`config.mk`:
```
export PLATFORM = sky130hd
export DESIGN_NAME = prng_share_arb
export DESIGN_NICKNAME = d
export VERILOG_FILES = /design/src/rtl/prng_pkg.sv /design/src/rtl/prng_lfsr_core.sv /design/src/rtl/prng_share_arb.sv
export SDC_FILE = /design/constraint.sdc
export NUM_CORES = 1
export LEC_CHECK = 0
export ABC_AREA = 1
export CAP_MARGIN = 20
export CORE_AREA = 2 2 54 56
export DETAILED_ROUTE_END_ITERATION = 12
export DIE_AREA = 0 0 56 58
export GPL_TIMING_DRIVEN = 1
export PLACE_DENSITY = 0.89
export SLEW_MARGIN = 20
export SYNTH_ARGS = -nofsm -noshare
export SYNTH_HDL_FRONTEND = slang
export SYNTH_SLANG_ARGS = --single-unit
```
`constraint.sdc`:
```
create_clock -name clk -period 4.9 [get_ports clk]
set_input_delay 0.98 -clock clk [delete_from_list [all_inputs] [get_ports clk]]
set_output_delay 0.98 -clock clk [all_outputs]
set_load 0.05 [all_outputs]
```
`src/rtl/prng_pkg.sv`:
```
// rtl/prng_pkg.sv - shared types and LFSR helpers for the shared PRNG arbiter
package prng_pkg;

   typedef enum logic [1:0] {
      RUN    = 2'd0,
      PAUSE  = 2'd1,
      RESEED = 2'd2
   } state_t;

   localparam int MAX_W = 32;

   localparam logic [7:0] TAPS_W8 = 8'hB8;

   // Maximal-length tap masks for the common widths; others fall back to a width-8 mask.
   function automatic logic [MAX_W-1:0] default_taps(input int width);
      case (width)
         3:       return MAX_W'(32'h6);
         4:       return MAX_W'(32'hC);
         5:       return MAX_W'(32'h14);
         6:       return MAX_W'(32'h30);
         7:       return MAX_W'(32'h60);
         8:       return MAX_W'(TAPS_W8);
         16:      return MAX_W'(32'hB400);
         default: return MAX_W'(TAPS_W8);
      endcase
   endfunction

   // Caller passes a zero-extended value and truncates the result back to its width.
   function automatic logic [MAX_W-1:0] lfsr_step(input logic [MAX_W-1:0] value,
                                                   input logic [MAX_W-1:0] taps);
      return {value[MAX_W-2:0], ^(value & taps)};
   endfunction

endpackage

```
`src/rtl/prng_lfsr_core.sv`:
```
// rtl/prng_lfsr_core.sv - N-bit Fibonacci LFSR register with step/load and zero-seed guard
module prng_lfsr_core
   import prng_pkg::*;
#(
   parameter int           N    = 8,
   parameter logic [N-1:0] TAPS = N'(default_taps(N)),
   parameter logic [N-1:0] SEED = N'(1)
) (
   input  logic         clk,
   input  logic         rst,
   input  logic         step,
   input  logic         load,
   input  logic [N-1:0] load_val,
   output logic [N-1:0] value
);

   always_ff @(posedge clk or negedge rst) begin
      if (!rst) begin
         value <= SEED;
      end else if (load) begin
         // An all-zero seed would lock the LFSR up forever.
         value <= (load_val == '0) ? N'(1) : load_val;
      end else if (step) begin
         value <= N'(lfsr_step(MAX_W'(value), MAX_W'(TAPS)));
      end
   end

endmodule

```
`src/rtl/prng_share_arb.sv`:
```
// rtl/prng_share_arb.sv - round-robin sharing of one LFSR; PRNG_WRAP_FLAG_EN adds the wrap output
module prng_share_arb
   import prng_pkg::*;
#(
   parameter int           N       = 8,
   parameter int           NUM_REQ = 4,
   parameter logic [N-1:0] TAPS    = N'(default_taps(N)),
   parameter logic [N-1:0] SEED    = N'(1)
) (
   input  logic               clk,
   input  logic               rst,
   input  logic               en,
   input  logic               seed_load,
   input  logic [N-1:0]       seed_in,
   input  logic [NUM_REQ-1:0] req,
   output logic [NUM_REQ-1:0] gnt,
   output logic               rnd_valid,
   output logic [N-1:0]       rnd_data,
`ifdef PRNG_WRAP_FLAG_EN
   output logic               wrap,
`endif
   output logic               busy
);

   localparam int PTR_W = $clog2(NUM_REQ);

   state_t             state_q, state_d;
   logic [PTR_W-1:0]   rr_ptr;
   logic [PTR_W-1:0]   cand;
   logic [PTR_W-1:0]   win_idx;
   logic [PTR_W-1:0]   ptr_next;
   logic               win_found;
   logic               grant;
   logic [N-1:0]       lfsr_val;

   prng_lfsr_core #(
      .N    (N),
      .TAPS (TAPS),
      .SEED (SEED)
   ) u_core (
      .clk      (clk),
      .rst      (rst),
      .step     (grant),
      .load     (seed_load),
      .load_val (seed_in),
      .value    (lfsr_val)
   );

   always_comb begin
      state_d = state_q;
      case (state_q)
         RUN:     if (!en) state_d = PAUSE;
         PAUSE:   if (en)  state_d = RUN;
         RESEED:  state_d = RUN;
         default: state_d = RUN;
      endcase
      if (seed_load) state_d = RESEED;
   end

   // First requester at or after rr_ptr, wrapping around.
   always_comb begin
      win_found = 1'b0;
      win_idx   = '0;
      cand      = '0;
      for (int i = 0; i < NUM_REQ; i++) begin
         cand = PTR_W'((int'(rr_ptr) + i) % NUM_REQ);
         if (!win_found && req[cand]) begin
            win_found = 1'b1;
            win_idx   = cand;
         end
      end
   end

   assign grant    = (state_q == RUN) && en && !seed_load && win_found;
   assign ptr_next = (int'(win_idx) == NUM_REQ - 1) ? '0 : win_idx + PTR_W'(1);
   assign busy     = (state_q == RESEED);

   always_ff @(posedge clk or negedge rst) begin
      if (!rst) begin
         state_q   <= RUN;
         rr_ptr    <= '0;
         gnt       <= '0;
         rnd_valid <= 1'b0;
         rnd_data  <= '0;
      end else begin
         state_q   <= state_d;
         gnt       <= '0;
         rnd_valid <= grant;
         if (grant) begin
            gnt      <= NUM_REQ'(1) << win_idx;
            rnd_data <= lfsr_val;
            rr_ptr   <= ptr_next;
         end
      end
   end

`ifdef PRNG_WRAP_FLAG_EN
   logic [N-1:0] start_val;
   logic [N-1:0] lfsr_next;

   assign lfsr_next = N'(lfsr_step(MAX_W'(lfsr_val), MAX_W'(TAPS)));

   always_ff @(posedge clk or negedge rst) begin
      if (!rst) begin
         start_val <= SEED;
         wrap      <= 1'b0;
      end else begin
         if (seed_load) start_val <= (seed_in == '0) ? N'(1) : seed_in;
         wrap <= grant && (lfsr_next == start_val);
      end
   end
`endif

endmodule

```
# Yosys cells after proc, flatten, opt, wreduce, memory -nomap -nowiden
# Cells that the tools add are included.
# Widths: inputs -> output; s select.
# word_totals
register_bits	25
latch_bits	0
ramBits	0
romBits	0
inputBits	16
word_cells	60
n_memories	0
# op_classes
n_addsub	4
mul	0
n_div	0
order_cmp	4
n_eq_ne	5
shift	1
n_mux	25
bitwise_logic	0
reduce_logical	15
# op_table
cell	count
$reduce_xor 32->1	1
$mux 8	3
$mux 2	8
$lt 2x3->1 const B	4
$bmux 1 s2	4
$logic_not 8->1	1
$mux 1	8
$logic_and 1x1->1	6
$ne 3x3->1 const B	2
$add 2x1->2 const B	2
$add 2x2->2 const B	2
$eq 2x1->1 const B	2
$logic_not 1->1	4
$mux 4	1
$pmux 2 s2	1
$shl 1x2->4 const A	1
$eq 2x2->1 const B	1
$logic_not 2->1	1
$reduce_and 2->1	1
$reduce_bool 2->1	1

# Longest topological paths before layout
# logic_depth
depth_word	15
mapped_depth	13
mapped_depth_nobuf	13

# By module
# A second synthesis with hierarchy kept.
# hier_totals
cells_unflattened	194
area_unflattened_um2	1441.4
# modules_own_cells
module	n_inst	cells_per_inst	area_per_inst_um2	seq_area_each_um2
prng_share_arb	1	132	994.7	425.4
prng_lfsr_core	1	62	446.7	201.4

# Least setup slack after synthesis
# Ideal clock, no wire load.
# synth_timing
path_kind	input -> register
from	input port req[0]
to	register rr_ptr[1]
setup_ps	116
arrival_time_ps	2078
required_time_ps	4784
path_slack_ps	2706
path_stages	11
n_path_buf	0
cell_sequence	inv_1 -> nand2_1 -> nand3_1 -> nand2_1 -> nor2_4 -> nand3_2 -> nand3_1 -> inv_1 -> ha_1 -> nand2_1 -> nand2_1
# synth_via
elab_chain_len	14
# synth_lines
element	line_no	rtl
start: declaration	prng_share_arb.sv:15	input logic [NUM_REQ-1:0] req,
$bmux 1 s2	prng_share_arb.sv:67	if (!win_found && req[cand]) begin
$mux 1 (not written as such)	prng_share_arb.sv:67	
$mux 1	prng_share_arb.sv:67	
$logic_not 1->1	prng_share_arb.sv:67	
$logic_and 1x1->1	prng_share_arb.sv:67	
$mux 1	prng_share_arb.sv:67	
$logic_not 1->1	prng_share_arb.sv:67	
$logic_and 1x1->1	prng_share_arb.sv:67	
$mux 1	prng_share_arb.sv:67	
$logic_not 1->1	prng_share_arb.sv:67	
$logic_and 1x1->1	prng_share_arb.sv:67	
$mux 2 (*)	prng_share_arb.sv:67	
$add 2x1->2 / $eq 2x1->1 (equally long branches)	prng_share_arb.sv:75	assign ptr_next = (int'(win_idx) == NUM_REQ - 1) ? '0 : win_idx + PTR_W'(1);
$mux 2 (*)	prng_share_arb.sv:75	
named net ptr_next[1]	prng_share_arb.sv:31	logic [PTR_W-1:0] ptr_next;
end signal: assignment	prng_share_arb.sv:92	rr_ptr <= ptr_next;
end: declaration	prng_share_arb.sv:28	logic [PTR_W-1:0] rr_ptr;
# The timed path passes the listed nets; every way through them passes the cells marked *. The select of a mux whose other input is x is not followed.
# A chain may end at the register's enable or synchronous reset.

# Worst setup path in the final report
# layout_timing
from	input port seed_load
to	register u_core.value[7]
# layout_via
elab_chain_len	4
# layout_lines
element	line_no	rtl
start: declaration	prng_share_arb.sv:13	input logic seed_load,
$logic_not 1->1	prng_share_arb.sv:74	assign grant = (state_q == RUN) && en && !seed_load && win_found;
$logic_and 1x1->1 (2 in series)	prng_share_arb.sv:74	
$reduce_bool 2->1 (no line)	--	
end signal: assignment	prng_lfsr_core.sv:22	value <= (load_val == '0) ? N'(1) : load_val;
end signal: assignment	prng_lfsr_core.sv:24	value <= N'(lfsr_step(MAX_W'(value), MAX_W'(TAPS)));
end: declaration	prng_lfsr_core.sv:14	output logic [N-1:0] value
# Parallel ways exist; a longest one is shown, timed or not.

==> impl_metrics.json <==
{
  "type_of_the_worst_setup_path": "input pin to register",
  "yosys_warnings": 0,
  "type_of_the_tightest_min_delay_check": "register to register",
  "number_of_enable_type_register_cells_in_the_synthesized_netlist": 0,
  "synth_top_area_cell": "sky130_fd_sc_hd__dfrtp_1",
  "postRouteWirelength_um": 2640,
  "drc_errors": 0,
  "post_cts_resized": 0,
  "slew_viol_final": 0,
  "cellLeakagePower_uw": 0.000874,
  "critPathMaxFanout": 31,
  "cts_made_buffers": 3,
  "crit_path_cells": "clkdlybuf4s50_1 > inv_2 > nand2_1 > nor3_1 > nand2_4 > nand2_2 > nand2_1 > nand2_1",
  "yosysTopAreaCellShare": 0.428,
  "post-cts-setup-buffer-count": 0,
  "finalWorstSetupSlack_ns": 2.25,
  "number_of_buffer_cells_added_on_primary_ports": 29,
  "dr_wl_cell_um": 10.8,
  "final_hold_viol_count": 0,
  "syn-cell-area_um2": 1400,
  "floorplan.core_area_um2": 2660,
  "netlist_instances": 188,
  "postCtsHoldBufs": 0,
  "timing.critical_path.slowest_cell_delay_ns": 0.67,
  "antenna_cells": 0,
  "worst_skew_pair.late_latency_ns": 0.32,
  "gp_congestion": 0.862,
  "finalSetupViolations": 0,
  "ant_nets": 0,
  "maxClockFrequency_ghz": 0.377,
  "run_status": "finished clean",
  "ys_seq_elements": 25,
  "cp_common_cell": "sky130_fd_sc_hd__nand2_1",
  "worst_ep_arrival_time_ns": 2.91,
  "drive_gt1_frac": 0.0794,
  "timing.hold.worst.start": "state_q[1]",
  "clock_tree_from_tritoncts": "built",
  "postSynthAreaPerCell_um2": 7.46,
  "floorplan.die_area_um2": 3250,
  "sequential_area_share_after_synthesis": 0.447,
  "ir_worst_vdd_mv": 0.313,
  "grt.overflow.total": 0,
  "dpl.hpwl_um": 2020,
  "worstSetupPathDepth": 8,
  "worstRegToRegCells": 12,
  "critPathLaunch": "seed_load",
  "cts_max_level": 1,
  "filler_cell_count_in_the_final_layout": 244,
  "clock_sinks": 25,
  "critical_path.endpoint_type": "register",
  "synth.lib_cells_used.distinct": 22,
  "synthTopCellsByCount": "sky130_fd_sc_hd__nand2_1 (67), sky130_fd_sc_hd__dfrtp_1 (24), sky130_fd_sc_hd__inv_1 (22)",
  "timing_worst_slew_pin_value_ns": 0.537,
  "worst_slew_margin_rel": 0.642,
  "detail_route.iter0.violations": 38,
  "holdPathStages": 1,
  "cts_root_buf": "sky130_fd_sc_hd__clkbuf_4",
  "timing.clock.skew_ns": 0.00384,
  "power_density_nw_per_um2": 534,
  "grt_first_pass_wirelength_um": 4570,
  "delay_heaviest_family_cp": "simple AND/OR/NAND/NOR gates",
  "sequential_cell_area_um2": 627,
  "dieWidth_um": 56,
  "top_level_ports": 30,
  "yosys-top-cells-area": "sky130_fd_sc_hd__dfrtp_1 (43%), sky130_fd_sc_hd__nand2_1 (18%), sky130_fd_sc_hd__nand3_1 (6.4%), sky130_fd_sc_hd__inv_1 (5.9%), sky130_fd_sc_hd__o21ai_0 (3.9%)",
  "floorplan.initialDensity": 0.527,
  "postSynth.topFlopCell": "sky130_fd_sc_hd__dfrtp_1",
  "hold_path_end": "state_q[0]",
  "antenna_violations_before_repair": 0,
  "async_reset_ff_frac": 1.00,
  "path_buf_inv": 2,
  "synthesized_net_count": 208,
  "detailroute.via_count": 1203,
  "area.growth.synth_to_final_pct": 21.4,
  "grt_pass1_vias": 1064,
  "dr.max_layer_used": "met4",
  "period_needed_ns": 2.65,
  "number_of_nets_in_the_layout": 235,
  "row_count": 19,
  "grt_max_degree": 32,
  "dr_wl_met3_um": 109,
  "worstReg2RegEnd": "rr_ptr[1]",
  "post_drt_via_cell_ratio": 4.91,
  "cp_data_required_time_ns": 5.16,
  "cts.clk_slew.worst_paths_ns": 0.13,
  "register_to_register_setup_slack_ns": 2.79,
  "synth_most_common_cell": "sky130_fd_sc_hd__nand2_1",
  "final_worst_path_period_share": 0.541,
  "slowest_stage": "sky130_fd_sc_hd__clkdlybuf4s50_1",
  "placement.setup.worst_slack_ns": 1.93,
  "cap_viol_max_count": 0,
  "setup-tns-final_ns": 0,
  "groute.usage.overall": 0.178,
  "first_pass_drt_iterations": 4,
  "rr_startpoint": "rr_ptr[0]",
  "grt_setup_unrepaired": "false",
  "wl_met1_um": 1330,
  "met2_length_um": 1180,
  "cts.path.max_buffers": 2,
  "start_kind": "input pin",
  "multi_input_logic_area_um2": 626,
  "die_height_um": 58
}
placed cells by master, fill, tap and decap left out, drive strengths merged:
master,Yosys,layout
nand4,1,1
nand2,73,73
buf,5,1
nor2,11,11
clkdlybuf4s50,0,28
nor3,2,2
clkbuf,2,3
inv,25,25
nand3,19,19
dfstp,1,1
ha,4,4
xnor2,3,3
clkinvlp,0,1
dfrtp,24,24
o21ai,18,18
how the worst max path moves through the flow:
stage / to / slack, ns
final: u_core.value[7] / 2.25
after global routing: u_core.value[7] / 2.06
after CTS: busy / 2.26
after detailed placement: u_core.value[7] / 1.93
after global placement: u_core.value[6] / 2.00
after floorplan: rr_ptr[1] / 2.71
power breakdown:
part / switching, uW / internal (uW)
clock: 61.8 / 31.2
combinational: 341 / 176
sequential: 42.8 / 257
total: 446 / 465
metrics by stage:
stage,instances,hold slack (ns),utilization,power (uW),instance area (um^2)
floorplan,188,0.427,-,688,1400
global placement,241,0.467,0.630,806,1680
detailed placement,241,0.466,0.630,821,1680
CTS,245,0.486,0.641,913,1710
global route,245,0.525,0.640,993,1700
finish,245,0.481,0.640,910,1700
per-layer routing:
metal | up-vias | track usage
met3 | 2 | 0.0402
li1 | 632 | -
met2 | 32 | 0.286
met5 | - | 0
met4 | 0 | 0.0408
met1 | 537 | 0.250
worst reg2reg max path, delay by kind of cell, from the launching register on:
kind	cells	cell delay [ns]
DFF	1	0.58
adders and majority gates	1	0.29
buffers and inverters	2	0.29
and+or+nand+nor	9	0.85
flip-flops by register name, summed over array words and instances (netlist names):
name and count:
state_q 2, rr_ptr 2, u_core.value 8, rnd_data 8, gnt 4, rnd_valid 1
cell families (layout without fill, tap and decap cells):
| family | count (synthesis) | count (layout) | synth area share |
|---|---|---|---|
| flops | 25 | 25 | 0.447 |
| simple gates | 106 | 106 | 0.327 |
| fa+ha+maj | 4 | 4 | 0.0357 |
| buf+inv | 32 | 58 | 0.107 |
| xor+xnor | 3 | 3 | 0.0187 |
| compound gates | 18 | 18 | 0.0642 |
final cells by class:
class                           instances  area share
Clock inverter                          1     0.00441
Clock buffer                            3      0.0132
Timing Repair Buffer                   29       0.168
Tap cell                               31      0.0228
Multi-Input combinational cell        131       0.367
Sequential cell                        25       0.368
Inverter                               25      0.0566
(Power assumes the default switching activity.)
==> RTL change: new RTL, same flow settings <==
Re-encode `state_t` (3 states) as one-hot, 3 bits wide.
--- a/src/rtl/prng_pkg.sv
+++ b/src/rtl/prng_pkg.sv
@@ -1,10 +1,10 @@
 // rtl/prng_pkg.sv - shared types and LFSR helpers for the shared PRNG arbiter
 package prng_pkg;
 
-   typedef enum logic [1:0] {
-      RUN    = 2'd0,
-      PAUSE  = 2'd1,
-      RESEED = 2'd2
+   typedef enum logic [2:0] {
+      RUN    = 3'b001,
+      PAUSE  = 3'b010,
+      RESEED = 3'b100
    } state_t;
 
    localparam int MAX_W = 32;
Behaviour: same outputs for any inputs over 10 cycles, from zero or initial values and one cycle with rst low; not proved beyond that.
==> RTL change against the unedited design <==
  * Cell area increased by 7.1%
  * Sequential cell count rose by 1
  * Synthesized area increased by 5.9%
  * Total power increased by 5.3%
  * Fmax is 3.2% lower
  * Synthesized cell count up 8.0%
  * Via count up 9.5%
  * Worst setup slack worse by 0.086 ns
  * Wire length rose by 7.0%
  * Critical path depth decreased by 6
  * Largest cell class is now multi-input combinational cells
  * Largest power group unchanged
  * Highest routed layer unchanged
==> RTL change: results (changes against the unedited design) <==
Outcome
  – Status: finished clean

Power and ir drop
  – Seq power: 0.000306 W (+2%)
  – Net switching share of the total power: 0.457 (-0.0323)
  – Largest voltage drop on the vdd net: 0.345 mV (+10%)
  – Power Combinational: 0.000508 W (-2%)
  – Internal Power: 0.000520 W (+12%)
  – Static leakage: 0.936 nW (+7.1%)

Route
  – Via density: 5.07 (+3.2%)
  – Total length of routed met2 wires: 1280 um (+8.4%)

GRT
  – First-pass GRT wire length: 5180 um (+13%)
  – Met1 Usage GRT: 0.281 (+0.0309)
  – Grt met3 use: 0.0424 (+0.00223)

STA
  – Fin Clk Skew: 0.00583 ns (+0.00199 ns)
  – Remaining max-slew budget at the tightest pin: 0.605 (-0.0367)
  – Min cycle time layout: 2.74 ns (+0.0862 ns)
  – Worst hold slack across all endpoints: 0.504 ns (+0.0238 ns)

Synth
  – Netlist cell types: 26 (+18%)
  – Cell count after synthesis: 203 (+8.0%)
  – Most frequent cells after synthesis: sky130_fd_sc_hd__nand2_1 (78), sky130_fd_sc_hd__dfrtp_1 (24), sky130_fd_sc_hd__inv_1 (23), sky130_fd_sc_hd__o21ai_0 (17), sky130_fd_sc_hd__nand3_1 (16)
  – Post-synthesis sequential area ratio: 0.440 (-0.00716)
  – Leading post-synthesis cells by cell area: sky130_fd_sc_hd__dfrtp_1 (40%), sky130_fd_sc_hd__nand2_1 (20%), sky130_fd_sc_hd__inv_1 (5.8%)

Worst setup path
  – Setup crit start: state_q[1]
  – Cell family with most CP delay: buffers and inverters
  – Max incr delay on CP: 0.83 ns (+0.16 ns)
  – Minimum setup slack among reg-to-reg paths: 2.80 ns (about the same)
  – Critical Path Sink: busy

Place
  – Final HPWL DP: 2150 um (+6.3%)
  – Placed cells: 256 (+6.2%)

Finish
  – Final-stage net count: 250 (+6.4%)

Worst hold path
  – Number of cells traversed by the worst hold path: 2 (+1)
## RTL change: cell count changes after synthesis, moves of 2 or more
cell | before | now
sky130_fd_sc_hd__o21ai_1 | 7 | 1
sky130_fd_sc_hd__o21ai_0 | 11 | 17
sky130_fd_sc_hd__nand3_1 | 18 | 16
sky130_fd_sc_hd__nand2_1 | 67 | 78
## RTL change: cell type report
cell class | instances | area (um^2) | area share
Clock inverter | 1 | 30.0 | 0.0165
Inverter | 26 | 100 | 0.0549
Tap cell | 31 | 38.8 | 0.0213
Timing Repair Buffer | 30 | 305 | 0.167
Clock buffer | 3 | 22.5 | 0.0123
Sequential cell | 26 | 653 | 0.358
Multi-Input combinational cell | 143 | 674 | 0.370
## RTL change: cell families after synthesis
group | share of synthesized area
AOI/OAI and AO/OA | 0.0682
xor gates and xnor gates | 0.0177
adders and majority gates | 0.0337
buffers and inverters | 0.106
DFF | 0.440
and+or+nand+nor | 0.334
